--- src/rtl/x4xx_qsfp_mux_pkg.sv ---
// x4xx_qsfp_mux_pkg
// Shared types for the four-lane QSFP CHDR packet mux: lane count, lane
// index type, arbiter FSM states and the round-robin pick helper.
package x4xx_qsfp_mux_pkg;

  localparam int NUM_LANES = 4;
  localparam int LANE_W    = 2;

  // Index of one QSFP lane (0..3)
  typedef logic [LANE_W-1:0] lane_idx_t;

  // IDLE: looking for a lane to grant
  // PASS: forwarding the granted lane's packet
  // DROP: discarding the tail of an oversize packet up to its real tlast
  typedef enum logic [1:0] {
    IDLE = 2'd0,
    PASS = 2'd1,
    DROP = 2'd2
  } mux_state_t;

  // Result of a round-robin search
  typedef struct packed {
    logic      found;
    lane_idx_t idx;
  } rr_pick_t;

  // First requesting lane, searching upward from (last + 1) mod NUM_LANES.
  // The last lane checked is 'last' itself, so a lone requester is still
  // granted back to back.
  function automatic rr_pick_t rr_pick(input logic [NUM_LANES-1:0] req,
                                       input lane_idx_t            last);
    rr_pick_t  res;
    lane_idx_t cand;
    res = '0;
    for (int k = 1; k <= NUM_LANES; k++) begin
      cand = last + lane_idx_t'(k);
      if (!res.found && req[cand]) begin
        res.found = 1'b1;
        res.idx   = cand;
      end
    end
    return res;
  endfunction

endpackage

--- src/rtl/x4xx_qsfp_mux_out_reg.sv ---
// x4xx_qsfp_mux_out_reg
// Two-entry skid register slice. A main register drives the output; a skid
// register catches the one beat that can arrive in the cycle the downstream
// stalls. in_ready comes from a flop only, so the upstream ready path never
// sees out_ready combinationally. One cycle of latency, full throughput.
module x4xx_qsfp_mux_out_reg #(
  parameter int WIDTH = 8
) (
  input  logic             clk,
  input  logic             rst_n,
  input  logic [WIDTH-1:0] in_data,
  input  logic             in_valid,
  output logic             in_ready,
  output logic [WIDTH-1:0] out_data,
  output logic             out_valid,
  input  logic             out_ready
);

  logic [WIDTH-1:0] main_data_q, main_data_d;
  logic [WIDTH-1:0] skid_data_q, skid_data_d;
  logic             main_valid_q, main_valid_d;
  logic             skid_valid_q, skid_valid_d;
  logic             in_fire;

  assign in_ready  = ~skid_valid_q;
  assign out_data  = main_data_q;
  assign out_valid = main_valid_q;

  // Next-state: refill the main register when it is empty or draining,
  // otherwise park an accepted beat in the skid register.
  always_comb begin
    main_data_d  = main_data_q;
    main_valid_d = main_valid_q;
    skid_data_d  = skid_data_q;
    skid_valid_d = skid_valid_q;
    in_fire      = in_valid & ~skid_valid_q;

    if (out_ready || !main_valid_q) begin
      if (skid_valid_q) begin
        // in_ready was low, so nothing new arrives this cycle
        main_data_d  = skid_data_q;
        main_valid_d = 1'b1;
        skid_valid_d = 1'b0;
      end else begin
        main_valid_d = in_fire;
        if (in_fire) begin
          main_data_d = in_data;
        end
      end
    end else if (in_fire) begin
      skid_data_d  = in_data;
      skid_valid_d = 1'b1;
    end
  end

  // State registers
  always_ff @(posedge clk or negedge rst_n) begin
    if (!rst_n) begin
      main_data_q  <= '0;
      main_valid_q <= 1'b0;
      skid_data_q  <= '0;
      skid_valid_q <= 1'b0;
    end else begin
      main_data_q  <= main_data_d;
      main_valid_q <= main_valid_d;
      skid_data_q  <= skid_data_d;
      skid_valid_q <= skid_valid_d;
    end
  end

endmodule

--- src/rtl/x4xx_qsfp_chdr_mux.sv ---
// x4xx_qsfp_chdr_mux
// Merges the four per-lane CHDR streams from the QSFP wrapper into one
// stream for the router. Packet-granular round-robin arbitration, one idle
// cycle between packets, registered output through a skid slice, and
// oversize-packet truncation (forced tlast, tail dropped, err_oversize pulse).
// Optional feature: define QSFP_MUX_PKT_CNT_EN to add the pkt_cnt output
// (per-lane 32-bit forwarded-packet counters, lane i at [i*32 +: 32]).
module x4xx_qsfp_chdr_mux
  import x4xx_qsfp_mux_pkg::*;
#(
  parameter int CHDR_W = 64,
  parameter int MTU_W  = 10
) (
  input  logic                          bus_clk,
  input  logic                          bus_rst_n,
  input  logic [NUM_LANES*CHDR_W-1:0]   s_tdata,
  input  logic [NUM_LANES-1:0]          s_tlast,
  input  logic [NUM_LANES-1:0]          s_tvalid,
  output logic [NUM_LANES-1:0]          s_tready,
  output logic [CHDR_W-1:0]             m_tdata,
  output logic                          m_tlast,
  output logic                          m_tvalid,
  input  logic                          m_tready,
  output logic [LANE_W-1:0]             m_tuser,
  input  logic [NUM_LANES-1:0]          lane_en,
  output logic                          err_oversize
`ifdef QSFP_MUX_PKT_CNT_EN
  ,
  output logic [NUM_LANES*32-1:0]       pkt_cnt
`endif
);

  localparam int OUT_W = CHDR_W + 1 + LANE_W;
  // Packet length limit in beats, and the counter increment
  localparam logic [MTU_W:0] MAX_BEATS = {1'b1, {MTU_W{1'b0}}};
  localparam logic [MTU_W:0] CNT_ONE   = {{MTU_W{1'b0}}, 1'b1};

  // Lane data split into an array so the granted lane is a plain index
  logic [CHDR_W-1:0] lane_data [NUM_LANES];

  generate
    for (genvar gi = 0; gi < NUM_LANES; gi++) begin : g_lane_split
      assign lane_data[gi] = s_tdata[gi*CHDR_W +: CHDR_W];
    end
  endgenerate

  mux_state_t        state_q, state_d;
  // Lane being served in PASS/DROP; also the round-robin pointer
  lane_idx_t         last_grant_q, last_grant_d;
  logic [MTU_W:0]    beat_cnt_q, beat_cnt_d;
  logic              err_q, err_d;

  logic              sel_valid;
  logic              sel_last;
  logic [CHDR_W-1:0] sel_data;
  logic              at_limit;
  logic              pass_fire;
  rr_pick_t          pick;

  logic              skid_in_valid;
  logic              skid_in_ready;
  logic              skid_in_last;
  logic [OUT_W-1:0]  skid_in;
  logic [OUT_W-1:0]  skid_out;

  // Arbiter FSM next-state, lane readies and the beat handed to the slice
  always_comb begin
    sel_valid     = s_tvalid[last_grant_q];
    sel_last      = s_tlast[last_grant_q];
    sel_data      = lane_data[last_grant_q];
    pick          = rr_pick(s_tvalid & lane_en, last_grant_q);
    at_limit      = ((beat_cnt_q + CNT_ONE) == MAX_BEATS);

    state_d       = state_q;
    last_grant_d  = last_grant_q;
    beat_cnt_d    = beat_cnt_q;
    err_d         = 1'b0;
    s_tready      = '0;
    skid_in_valid = 1'b0;
    pass_fire     = 1'b0;

    case (state_q)
      IDLE: begin
        // lane_en gates only new grants; a packet in flight always finishes
        if (pick.found) begin
          last_grant_d = pick.idx;
          beat_cnt_d   = '0;
          state_d      = PASS;
        end
      end

      PASS: begin
        s_tready[last_grant_q] = skid_in_ready;
        skid_in_valid          = sel_valid;
        pass_fire              = sel_valid & skid_in_ready;
        if (pass_fire) begin
          if (sel_last) begin
            beat_cnt_d = '0;
            state_d    = IDLE;
          end else if (at_limit) begin
            // This beat goes out with a forced tlast; the rest is discarded
            beat_cnt_d = '0;
            err_d      = 1'b1;
            state_d    = DROP;
          end else begin
            beat_cnt_d = beat_cnt_q + CNT_ONE;
          end
        end
      end

      DROP: begin
        // Swallow beats until the source's own tlast
        s_tready[last_grant_q] = 1'b1;
        if (sel_valid && sel_last) begin
          state_d = IDLE;
        end
      end

      default: begin
        state_d = IDLE;
      end
    endcase

    skid_in_last = sel_last | at_limit;
    skid_in      = {skid_in_last, last_grant_q, sel_data};
  end

  // Arbiter state registers
  always_ff @(posedge bus_clk or negedge bus_rst_n) begin
    if (!bus_rst_n) begin
      state_q      <= IDLE;
      last_grant_q <= lane_idx_t'(NUM_LANES - 1);
      beat_cnt_q   <= '0;
      err_q        <= 1'b0;
    end else begin
      state_q      <= state_d;
      last_grant_q <= last_grant_d;
      beat_cnt_q   <= beat_cnt_d;
      err_q        <= err_d;
    end
  end

  assign err_oversize = err_q;

  x4xx_qsfp_mux_out_reg #(
    .WIDTH (OUT_W)
  ) u_out_reg (
    .clk       (bus_clk),
    .rst_n     (bus_rst_n),
    .in_data   (skid_in),
    .in_valid  (skid_in_valid),
    .in_ready  (skid_in_ready),
    .out_data  (skid_out),
    .out_valid (m_tvalid),
    .out_ready (m_tready)
  );

  assign m_tlast = skid_out[OUT_W-1];
  assign m_tuser = skid_out[CHDR_W +: LANE_W];
  assign m_tdata = skid_out[CHDR_W-1:0];

`ifdef QSFP_MUX_PKT_CNT_EN
  // A packet counts when its final forwarded beat (real or forced tlast)
  // enters the output slice.
  generate
    for (genvar gi = 0; gi < NUM_LANES; gi++) begin : g_pkt_cnt
      logic [31:0] cnt_q, cnt_d;

      // Increment on this lane's packet-closing beat; wraps at 2^32
      always_comb begin
        cnt_d = cnt_q;
        if (pass_fire && skid_in_last && (last_grant_q == lane_idx_t'(gi))) begin
          cnt_d = cnt_q + 32'd1;
        end
      end

      // Counter register
      always_ff @(posedge bus_clk or negedge bus_rst_n) begin
        if (!bus_rst_n) begin
          cnt_q <= '0;
        end else begin
          cnt_q <= cnt_d;
        end
      end

      assign pkt_cnt[gi*32 +: 32] = cnt_q;
    end
  endgenerate
`endif

endmodule
--- config.mk ---
export PLATFORM = sky130hd
export DESIGN_NAME = x4xx_qsfp_chdr_mux
export DESIGN_NICKNAME = d
export VERILOG_FILES = /design/src/rtl/x4xx_qsfp_mux_pkg.sv /design/src/rtl/x4xx_qsfp_mux_out_reg.sv /design/src/rtl/x4xx_qsfp_chdr_mux.sv
export SDC_FILE = /design/constraint.sdc
export NUM_CORES = 1
export LEC_CHECK = 0
export ABC_CLOCK_PERIOD_IN_PS = 2530
export BUFFER_PORTS_ARGS = -buffer_cell sky130_fd_sc_hd__buf_2
export CAP_MARGIN = 25
export CORE_AREA = 2 2 170 172
export CTS_CLUSTER_SIZE = 25
export DETAILED_ROUTE_END_ITERATION = 7
export DIE_AREA = 0 0 172 174
export HOLD_SLACK_MARGIN = 0.02
export PLACE_DENSITY = 0.62
export SLEW_MARGIN = 20
export SYNTH_ARGS = -nofsm -noshare
export SYNTH_HDL_FRONTEND = slang
export SYNTH_SLANG_ARGS = --single-unit
--- constraint.sdc ---
create_clock -name bus_clk -period 2.53 [get_ports bus_clk]
set_clock_uncertainty 0.05 [all_clocks]
set_input_delay 0.759 -clock bus_clk [delete_from_list [all_inputs] [get_ports bus_clk]]
set_output_delay 0.759 -clock bus_clk [all_outputs]
set_load 0.01 [all_outputs]
# [Yosys cells after proc, flatten, opt, wreduce, memory -nomap -nowiden]
# Index checks and enable logic that the tools add are counted.
[word_totals] regBits=152 wordCells=96 inputBits=271
[op_classes] n_eq_ne=7 add_sub_neg=4 n_reduce_logical=19 magnitude_cmp=6 n_mux=43 bitwise_logic=9
[ops] op="two-way mux 67 bit" n=2
[ops] op="binary-select mux 64 bit (select 2 bit)" n=1
[ops] op="two-way mux 64 bit" n=2
[ops] op="two-way mux 11 bit" n=4
[ops] op="one-hot mux 11 bit (2 select lines)" n=1
[ops] op="two-way mux 1 bit" n=15
[ops] op="binary-select mux 1 bit (select 2 bit)" n=6
[ops] op="< comparator 2 x 3 -> 1 bit, second input constant" n=4
[ops] op="two-way mux 3 bit" n=4
[ops] op="adder 11 x 1 -> 11 bit, second input constant" n=1
[ops] op="equality test 11 bit, second input constant" n=1
[ops] op="two-way mux 2 bit" n=5
[ops] op="AND 4 bit" n=2
[ops] op="one-hot mux 4 bit (2 select lines)" n=1
[ops] op="!= test 2 bit, second input constant" n=3
[ops] op="one-hot mux 2 bit (3 select lines)" n=1
[ops] op="AND reduction 3 bit" n=2
[ops] op="nonzero test 2 bit" n=3
[ops] op="logical AND 1 bit" n=5
[ops] op="adder 2 bit, second input constant" n=2
[ops] op="logical NOT 1 bit" n=4
[ops] op="AND reduction 2 bit" n=2
[ops] op="AND reduction 4 bit" n=1
[ops] op="greater-or-equal comparator 3 bit, second input constant" n=1
[ops] op="12 further kinds" n=15

# [Logic depth before layout (Yosys ltp)]
[depth] ltp_word=15 mapped_depth=9 ltp_nobuf=7

# [Cells and area by module]
# From an unflattened synthesis, not the netlist that was laid out.
[unflattened] hier_cells=575 area_unflattened_um2=8684.6
[modules_own_cells] mod="x4xx_qsfp_mux_out_reg" instances=1 cells_each=366 area_per_inst_um2=5894.4
[modules_own_cells] mod="x4xx_qsfp_chdr_mux" instances=1 cells_each=209 area_per_inst_um2=2790.2

# [Least setup slack after synthesis]
# Ideal clock, no wire load.
[synth_path] path_kind="register to output" start="register last_grant_q[1]" end="output s_tready[1]" n_path_buf=3 slack_ps=-67 t_arrival_ps=1788 stages_incl_launch_ff=8 required_time_ps=1721 path_cell_list="dfstp_2 > buf_2 > buf_1 > clkbuf_1 > inv_1 > ha_1 > inv_1 > nor2_1"
[synth_between] elab_chain_cells=6
[synth_lines] element="start, declared" line="x4xx_qsfp_chdr_mux.sv:49" source="lane_idx_t last_grant_q, last_grant_d;"
[synth_lines] element="start signal, assigned" line="x4xx_qsfp_chdr_mux.sv:132" source="last_grant_q <= lane_idx_t'(NUM_LANES - 1);"
[synth_lines] element="start signal, assigned" line="x4xx_qsfp_chdr_mux.sv:137" source="last_grant_q <= last_grant_d;"
[synth_lines] element="< comparator 2 x 3 -> 1 bit (not written as such) or greater-or-equal comparator 2 x 1 -> 1 bit (tied branches)" line="x4xx_qsfp_chdr_mux.sv:93, x4xx_qsfp_chdr_mux.sv:113"
[synth_lines] element="logical AND 1 bit (not written as such)" line="x4xx_qsfp_chdr_mux.sv:93, x4xx_qsfp_chdr_mux.sv:113"
[synth_lines] element="two-way mux 1 bit (not written as such)" line="x4xx_qsfp_chdr_mux.sv:93, x4xx_qsfp_chdr_mux.sv:113"
[synth_lines] element="demux 1 bit (select 2 bit) (*)" line="x4xx_qsfp_chdr_mux.sv:93, x4xx_qsfp_chdr_mux.sv:113"
[synth_lines] element="AND 4 bit (no line)"
[synth_lines] element="one-hot mux 4 bit (2 select lines) (*)" line="x4xx_qsfp_chdr_mux.sv:82" source="case (state_q)"
[synth_lines] element="end, declared" line="x4xx_qsfp_chdr_mux.sv:19" source="output logic [NUM_LANES-1:0] s_tready,"
# Mark *: on every way between the ends. The rest lies on a longest branch, timed or not.

==> key figures <==
Yosys
  • Mapped Cells: between 700 and 800
  • Post-synthesis sequential area ratio: 45.5%
  • Post-synth EDFFs: 0
  • Post-synth top cells: dfrtp_1, nand2_1, nor2_1, a31oi_1, mux2_2
  • Synth unique cells: 48
  • Yosys reg bits: around 150
  • Most common cell in the netlist: dfrtp_1
  • Most area-hungry cell type in the Yosys netlist: dfrtp_1
  • Synth top area cells: dfrtp_1, mux4_2, mux2_2, nand2_1, a31oi_1
  • Yosys warnings: 0
  • Synth Cell Area: 0.00836 mm^2
  • Top-area cell type share of the netlist area: between 40% and 50%
  • Synth Net Count: 1022
  • Ys async rst share: 100%
  • Post-synthesis average cell area: 11.3 um^2
  • Most common flop cell mapped by yosys: dfrtp_1

Clock network
  • Max Buffers Root-to-Sink: 2
  • Worst-path clk slew: 0.07 ns
  • CTS H-tree depth: 4
  • Num CTS Buffers: 17
  • CTS tree: yes
  • Root buf cell: clkbuf_16
  • Clk_lat worst skew: 0.42 ns
  • Post-CTS Hold Buffers: 0
  • Number of clock sinks: about 150

Setup path
  • Arrival @ worst endpoint: 1.65 ns
  • Largest fanout on the critical path: 5
  • Crit. End Element: output pin
  • Crit path largest cell delay: 0.67 ns
  • Startpoint Class: flip-flop
  • CP Class: reg2out
  • Slowest CP cell: dfstp_4
  • CP Data Required Time: 1.72 ns
  • Crit path cell chain: clkinvlp_4 > ha_2 > inv_1 > nor2_1 > buf_2

Worst hold path
  • Worst min path class: in2async

Run status
  • Status: complete, no violations

STA
  • Setup tns final: 0 ns
  • Max-slew violations: 0
  • Hold Slack: approximately 0.28 ns
  • Fin crit share: 97.1%
  • Max_slew headroom: 46.4%
  • Slew @ Worst Pin: 0.804 ns
  • Final setup viols: 0
  • Unrepaired setup endpoints after global routing: yes
  • Crit path time final: 2.46 ns
  • Peak Freq: around 400 MHz
  • Final hold violations: 0

Route
  • Post-route ant nets: 0
  • Routed vias: between 7000 and 8000
  • Vias per cell: 4.83
  • First-pass DRT Iterations: 4
  • DRC: 0
  • Wire length per cell: 16.3 um
  • Post-Route WL: 24100 um
  • First DRT Iteration DRCs: between 500 and 600

Final layout
  • Share of cells above drive strength 1: between 50% and 60%
  • Design area: 0.0114 mm^2
  • Area delta synth->final: 36.1%
  • Nets: 1364
  • Non-Filler Instances: 1484
  • Fin util: 40.3%

Placement
  • Final HPWL DP: 17400 um
  • Placed Instances: ~1400
  • Placer Congestion: 0.761
  • DP Area: 0.0106 mm^2
  • Port Buffers: ~340

Power and ir drop
  • Pwr dens: 1170 mW/mm^2
  • Share of power burned in registers: 31.8%
  • VDD IR max: 0.543 mV
  • Psw: around 5100 uW
  • Clock power share: 18.6%
  • Static leakage: 0.00518 uW
  • Int Power: 8270 uW
  • Comb pwr share: 49.6%
  • Sw Ratio: 38.0%

Floorplanning
  • Top Ports: 344
  • Core Region: 0.0282 mm^2
  • Die height: approximately 170 um
  • Initial core utilization: approximately 30%
  • Rows: 62
  • Full die area: 0.0299 mm^2
  • Chip width: about 170 um

Global routing
  • Largest net degree at the start of global routing: 66
  • Overflow after GRT: 0
  • Antenna violations before repair: 2
  • GR Util All Layers: between 10% and 20%
  • Vias in the first global route: 7003
  • First-pass GRT wire length: 37100 um

Run
  • Max-capacitance violation count: 0
layout make-up:
cell class                 count  area, um^2
fill                        2835       16900
multi-input combinational    524        4330
sequential                   152        3820
timing repair buffer         377        2130
tap                          384         480
clock buffer                  18         429
clock inverter                14         141
inverter                      13        52.6
antenna                        2        5.00
state kept, by name (all words and copies together), names as in the netlist, named ones only:
| name | flops |
|---|---|
| err_oversize | 1 |
| u_out_reg.skid_data_q | 67 |
| state_q | 2 |
| last_grant_q | 1 |
| u_out_reg.skid_valid_q | 1 |
| u_out_reg.out_valid | 1 |
| beat_cnt_q | 11 |
| u_out_reg.out_data | 67 |
path summary, 6_finish.rpt:
kind / startpoint / endpoint / cells after the start / slack (ns)
min in group bus_clk: u_out_reg.skid_data_q[65] / u_out_reg.skid_data_q[65] / 2 / 0.44
max: flip-flop / s_tready[0] / 5 / 0.07
min: bus_rst_n / u_out_reg.skid_data_q[14] / 1 / 0.28
max reg2reg: beat_cnt_q[4] / state_q[0] / 6 / 0.15
max in group asynchronous: bus_rst_n / u_out_reg.skid_valid_q / 2 / 1.50
min reg2reg: u_out_reg.skid_data_q[65] / u_out_reg.skid_data_q[65] / 2 / 0.44
timing repair:
item                                    in CTS  in global routing
pin swaps                                    0                  2
gates cloned                                 2                  1
setup buffers                                3                  4
gates resized for setup                      6                 10
endpoints found under the setup margin       4                 41
power groups by stage:
stage	Combinational, uW	Clock [uW]	Sequential (uW)
2_1_floorplan	4200	0	4380
5_1_grt	7350	2670	4390
4_1_cts	6650	2560	4230
3_5_place_dp	6370	0	4290
6_report	6620	2480	4240
3_3_place_gp	6210	0	4250
cell usage in the layout (no fill, tap or decap), drive strengths merged, types with 2 or more instances in the layout:
master,count
o21ai,12
a31o,2
o2bb2ai,2
dfrtp,150
nor2,88
dfstp,2
a22o,5
a211oi,2
nand4,2
or4,2
mux2i,5
clkbuf,18
mux4,66
buf,375
diode,2
a21oi,7
xnor2,3
a22oi,2
clkinvlp,4
nand2b,3
mux2,68
nand3,12
a31oi,68
bufbuf,2
inv,18
ha,8
and3,2
nand2,144
nor2b,3
clkinv,4
a21o,6
kinds of logic (layout without fill, tap and decap cells):
kind of cell / Yosys count / in the layout / share of synthesized area, %
simple gates: 260 / 261 / 12.7
flops: 152 / 152 / 45.5
mux: 139 / 139 / 27.5
compound gates: 112 / 112 / 9.08
buf+inv: 68 / 422 / 3.55
fa+ha+maj: 8 / 8 / 1.20
xor+xnor: 4 / 4 / 0.419
other cells: 0 / 2 / 0
critical path, delay by kind of cell, from the launching register on:
kind / cells / cell delay (ns)
flops: 1 / 0.67
simple gates: 1 / 0.04
fa+ha+maj: 1 / 0.20
buf+inv: 3 / 0.34
through the flow:
stage	power, uW	setup slack (ns)
floorplan	8570	0.0580
global placement	10500	0.0302
detailed placement	10700	-0.0119
CTS	13400	0.0100
global route	14400	-0.0134
finish	13300	0.0741
layer usage:
layer / global-route usage (%) / part of all wire [%]
met4: 5.04 / 1.6
met3: 3.35 / 5.6
met1: 20.1 / 42
met2: 27.1 / 51
met5: 0 / 0
Note: power is estimated with default switching activity, not from simulation.
